===== config.mk =====
export PLATFORM = sky130hd
export DESIGN_NAME = multiport_reg_file
export DESIGN_NICKNAME = d
export VERILOG_FILES = /design/src/rtl/reg_file_pkg.sv /design/src/rtl/reg_word.sv /design/src/rtl/multiport_reg_file.sv
export SDC_FILE = /design/constraint.sdc
export NUM_CORES = 1
export LEC_CHECK = 0
export ABC_AREA = 1
export CORE_MARGIN = 5
export CORE_UTILIZATION = 37
export CTS_BUF_LIST = sky130_fd_sc_hd__clkbuf_16
export CTS_CLUSTER_DIAMETER = 120
export DETAILED_ROUTE_END_ITERATION = 10
export DONT_BUFFER_PORTS = 1
export PLACE_DENSITY = 0.6
export SYNTH_ARGS = -nofsm -noshare
export SYNTH_HDL_FRONTEND = slang
export SYNTH_SLANG_ARGS = --single-unit

===== constraint.sdc =====
create_clock -name clk -period 2 [get_ports clk]
set_clock_uncertainty 0.15 [all_clocks]
set_input_delay 0.5 -clock clk [delete_from_list [all_inputs] [get_ports clk]]
set_output_delay 0.5 -clock clk [all_outputs]
set_load 0.1 [all_outputs]

===== src/rtl/reg_file_pkg.sv =====
// Shared defaults for the multiport register file and its storage words.
// No ports; the top imports this package for its parameter defaults.
package reg_file_pkg;

  localparam int unsigned DefWidth   = 16;
  localparam int unsigned DefDepth   = 16;
  localparam bit          DefBypass  = 1'b1;
  localparam bit          DefZeroReg = 1'b1;

endpackage : reg_file_pkg


===== src/rtl/reg_word.sv =====
// One register-file entry: a WIDTH-bit data register plus a "written since
// reset" flag. Pure storage; read muxing and forwarding live in the top.
//   clk     - rising-edge clock
//   rst     - synchronous active-high reset, clears data and flag
//   we      - load strobe (already qualified by the top)
//   d       - data to load
//   q       - stored data
//   written - set on the first load after reset
module reg_word #(
  parameter int unsigned WIDTH = 16
) (
  input  logic             clk,
  input  logic             rst,
  input  logic             we,
  input  logic [WIDTH-1:0] d,
  output logic [WIDTH-1:0] q,
  output logic             written
);

  always_ff @(posedge clk) begin
    if (rst) begin
      q       <= '0;
      written <= 1'b0;
    end else if (we) begin
      q       <= d;
      written <= 1'b1;
    end
  end

endmodule : reg_word


===== src/rtl/multiport_reg_file.sv =====
// Register file with one write port and two combinational read ports.
//   clk, rst              - rising-edge clock, synchronous active-high reset
//   WriteEnable/waddr/wdata - write port; out-of-range addresses are dropped
//   ReadEnable1/2, raddr1/2 - read ports
//   rdata1/2, rvalid1/2     - read data and "entry written since reset";
//                             both zero when disabled, out of range, in reset,
//                             or addressing entry 0 with ZERO_REG set
// BYPASS forwards a committing write to same-cycle reads of that address.
module multiport_reg_file
  import reg_file_pkg::*;
#(
  parameter int unsigned WIDTH    = DefWidth,
  parameter int unsigned DEPTH    = DefDepth,
  parameter bit          BYPASS   = DefBypass,
  parameter bit          ZERO_REG = DefZeroReg,
  localparam int unsigned ADDR_W  = (DEPTH > 1) ? $clog2(DEPTH) : 1
) (
  input  logic              clk,
  input  logic              rst,
  input  logic              WriteEnable,
  input  logic [ADDR_W-1:0] waddr,
  input  logic [WIDTH-1:0]  wdata,
  input  logic              ReadEnable1,
  input  logic [ADDR_W-1:0] raddr1,
  input  logic              ReadEnable2,
  input  logic [ADDR_W-1:0] raddr2,
  output logic [WIDTH-1:0]  rdata1,
  output logic              rvalid1,
  output logic [WIDTH-1:0]  rdata2,
  output logic              rvalid2
);

  logic [WIDTH-1:0] word_q [DEPTH];
  logic [DEPTH-1:0] word_written;
  logic [DEPTH-1:0] word_we;

  logic waddr_ok;
  logic wr_commit;

  assign waddr_ok = 32'(waddr) < DEPTH;

  // A write that will actually land this edge; also the bypass qualifier, so
  // suppressed entry-0 writes and writes during reset never forward.
  assign wr_commit = WriteEnable & ~rst & waddr_ok & ~(ZERO_REG & (waddr == '0));

  for (genvar i = 0; i < DEPTH; i++) begin : g_word
    assign word_we[i] = wr_commit & (waddr == ADDR_W'(i));

    reg_word #(
      .WIDTH (WIDTH)
    ) u_word (
      .clk     (clk),
      .rst     (rst),
      .we      (word_we[i]),
      .d       (wdata),
      .q       (word_q[i]),
      .written (word_written[i])
    );
  end

  logic              ren     [2];
  logic [ADDR_W-1:0] raddr   [2];
  logic [WIDTH-1:0]  rdata_c [2];
  logic              rvalid_c[2];

  assign ren[0]   = ReadEnable1;
  assign ren[1]   = ReadEnable2;
  assign raddr[0] = raddr1;
  assign raddr[1] = raddr2;

  always_comb begin
    for (int p = 0; p < 2; p++) begin
      rdata_c[p]  = '0;
      rvalid_c[p] = 1'b0;
      if (!rst && ren[p] && (32'(raddr[p]) < DEPTH) && !(ZERO_REG && (raddr[p] == '0))) begin
        if (BYPASS && wr_commit && (waddr == raddr[p])) begin
          rdata_c[p]  = wdata;
          rvalid_c[p] = 1'b1;
        end else begin
          rdata_c[p]  = word_q[raddr[p]];
          rvalid_c[p] = word_written[raddr[p]];
        end
      end
    end
  end

  assign rdata1  = rdata_c[0];
  assign rvalid1 = rvalid_c[0];
  assign rdata2  = rdata_c[1];
  assign rvalid2 = rvalid_c[1];

endmodule : multiport_reg_file


==> impl_results.md <==
* Maxcap violations at 0
* CTS clk-pin slew, worst paths at around 60 ps
* Synth Area per Inst at around 6 um^2
* Placed cells at between 3k and 4k
* Routed wire length at between 60,000 and 70,000 um
* Crit path required time at about 1400 ps
* Vias per cell at around 5.6
* Commonest non-fill, non-tap cell in the layout: nand2_1
* Vias in the first global route at approximately 16k
* Status: finished with violations
* Clock Sinks at roughly 270
* CTS buffer count at 34
* Met3 GRT Util at 0.05984
* DRC Markers at 0
* Post-synth cell types at 22
* RSZ-0062 raised after global routing: true
* Cell count after synthesis at about 2.6k
* Synth Net Count at roughly 2.6k
* Reg area at about 5600 um^2
* I/O Pins at 67
* Worst min-delay path class: in2reg
* Nets@finish at between 2k and 3k
* Seq/Total Area, Yosys at 0.3547
* Syn-to-layout area delta at 39.82%
* Met1 Use GR at 0.3584
* Core area at 40,920 um^2
* Share of cells above drive strength 1 at 0.3219
* CTS root buf: clkbuf_16
* Vias at 17.76k
* First-pass GRT wire length at 96,480 um
* Initial drt markers at about 2.0k
* TritonRoute pass-1 iters at 6
* Final Wtd Congestion at roughly 0.92
* Met2 GRT Util at 0.4311
* GRT overflow at 0
* Part of the cycle the worst path needs at 1.316
* HPWL after detailed placement at roughly 38,000 um
* Setup violation total in the final timing report at 34
* Type of origin of the critical path: input port
* CP Capture Type: primary output
* Worst reg-to-reg path cell count at 2
* FMAX at between 300 and 400 MHz
* Clock buffer depth at 3
* Num rows at 74
* Post-DR wirelength/cell at 20.67 um
* Pre-CTS setup slack at -515.7 ps
* Die ar. at ~46,000 um^2
* Final worst slack at -632.6 ps
* Worst slew margin at 0.2089
* Final ANT Viol Nets at 0
* Crit path from: raddr1[0]
* Fillers at approximately 3.9k
* Initial antenna violation count at 0
* Die W at ~210 um
* Setup_tns at -18,080 ps
* PwrDens at 663.5 nW/um^2
* GRT busiest layer: met2
* Min Tclk post-route at roughly 2600 ps
* Failing checks: negative setup slack
* H-tree depth at 2
* Critical path peak fanout at 146
* Initial Utilization at 0.3751
* GRT Resource Usage Total at 0.2718
* Final Hold Fails at 0
* Reg2reg start: g_word[7].u_word.q[12]$_SDFFE_PP0P_
* Largest net degree at the start of global routing at approximately 150
* Hold endpoint: g_word[11].u_word.q[5]$_SDFFE_PP0P_
* Multi-input gate area at between 10,000 and 15,000 um^2
* Die height at around 210 um
* Hold_sp: wdata[5]
* Synthesized flop and latch total at approximately 270
* R2R Setup Slk at 1080 ps
* PortBufs at 0
* Fin. max-slew vios at 0
* CP arrival at approximately 2000 ps
* Worst Setup Path Type: in2out
* Slew of the pin with the lowest slew margin at ~1200 ps
* Peak supply drop at between 400 and 500 uV
* Most frequent cells in the layout: nand2_1 (592), nand3_1 (284), o21ai_0 (228)
* Skew-Pair Late Insertion Delay at ~520 ps
* Non-Filler Instances at ~3.2k
* Worst reg2reg endpoint: g_word[7].u_word.q[12]$_SDFFE_PP0P_
* Leakage at a little over 9 nW
* TritonCTS clock tree: yes
* Synthesized area at ~15,000 um^2
* Min-Delay Path Depth at 2
* Yosys Warn Count at 0
-- per-stage QoR --
stage	util	hold slack, ps	power [mW]	instance area, um^2
floorplan	-	278.5	7.183	16170
global placement	0.4374	285.9	7.607	17900
detailed placement	0.4374	295.2	7.629	17900
CTS	0.4913	1.947	14.03	20110
global route	0.5243	3.278	14.72	21460
finish	0.5245	21.56	14.24	21460
-- Yosys cell counts, drive strengths merged --
master | count | area (um^2)
nand2 | 705 | 2656
clkbuf | 113 | 424.2
a21oi | 222 | 1115
a31oi | 2 | 12.51
o21ai | 270 | 1351
dfxtp | 272 | 5445
nand3 | 396 | 1982
inv | 256 | 963.4
nor2 | 237 | 924.6
buf | 92 | 440.4
nor3 | 3 | 36.29
-- state kept, by name (all words and copies together) (netlist names) --
signal,cells
g_word.u_word.q,256
g_word.u_word.written,16
-- report_power, final --
part	total [mW]	leakage (nW)	internal, mW	switching, mW
registers	5.52	2.24	5.49	0.0312
logic	2.59	6.51	1.01	1.57
clock network	6.14	0.553	3.68	2.46
total	14.2	9.31	10.2	4.07
-- cell families (layout without fill, tap and decap cells) --
kind of cell    Yosys count  in the layout  share of synthesized area
simple gates           1341           1341                     0.3647
compound gates          494            494                     0.1615
buf+inv                 461            540                     0.1191
flops                   272            272                     0.3547
other cells               0              2                          0
-- cell type report --
type / count / share of cell area
Antenna cell: 2 / 0.0002332
Clock buffer: 35 / 0.04081
Clock inverter: 23 / 0.009735
Inverter: 256 / 0.04751
Multi-Input combinational cell: 1835 / 0.4668
Sequential cell: 272 / 0.2589
Tap cell: 532 / 0.03101
Timing Repair Buffer: 226 / 0.1449
-- worst max-delay path, stage by stage --
cell and delay [ps]:
clkinv_16 130, nand2_4 90, nand2_2 40, nor2_2 110, nand3_2 120, buf_12 170
buf_12 140, nand3_4 100, nor2_4 50, nor2_4 170, buf_12 190
-- worst max path at each step --
stage	end	slack [ps]	cells past startpoint
final	rdata1[14]	-630	11
after global routing	rdata2[12]	-580	10
after CTS	rdata2[12]	-440	10
after detailed placement	rdata1[0]	-520	11
after global placement	rdata1[15]	-500	11
after floorplan	rdata1[2]	-480	9
-- timing repair --
item,4_1_cts,5_1_grt
endpoints found under the setup margin,34,34
setup buffers,7,10
cloned,8,10
hold endpoints to repair,92,0
gates resized for setup,289,370
pin swaps,91,169
hold buffers,17,0
-- routing by layer --
layer | vias up | share of wire
met5 | - | 0
met4 | 0 | 0.051
met3 | 226 | 0.11
met2 | 934 | 0.45
met1 | 8262 | 0.39
li1 | 8340 | -
Note: power is estimated with default switching activity, not from simulation.
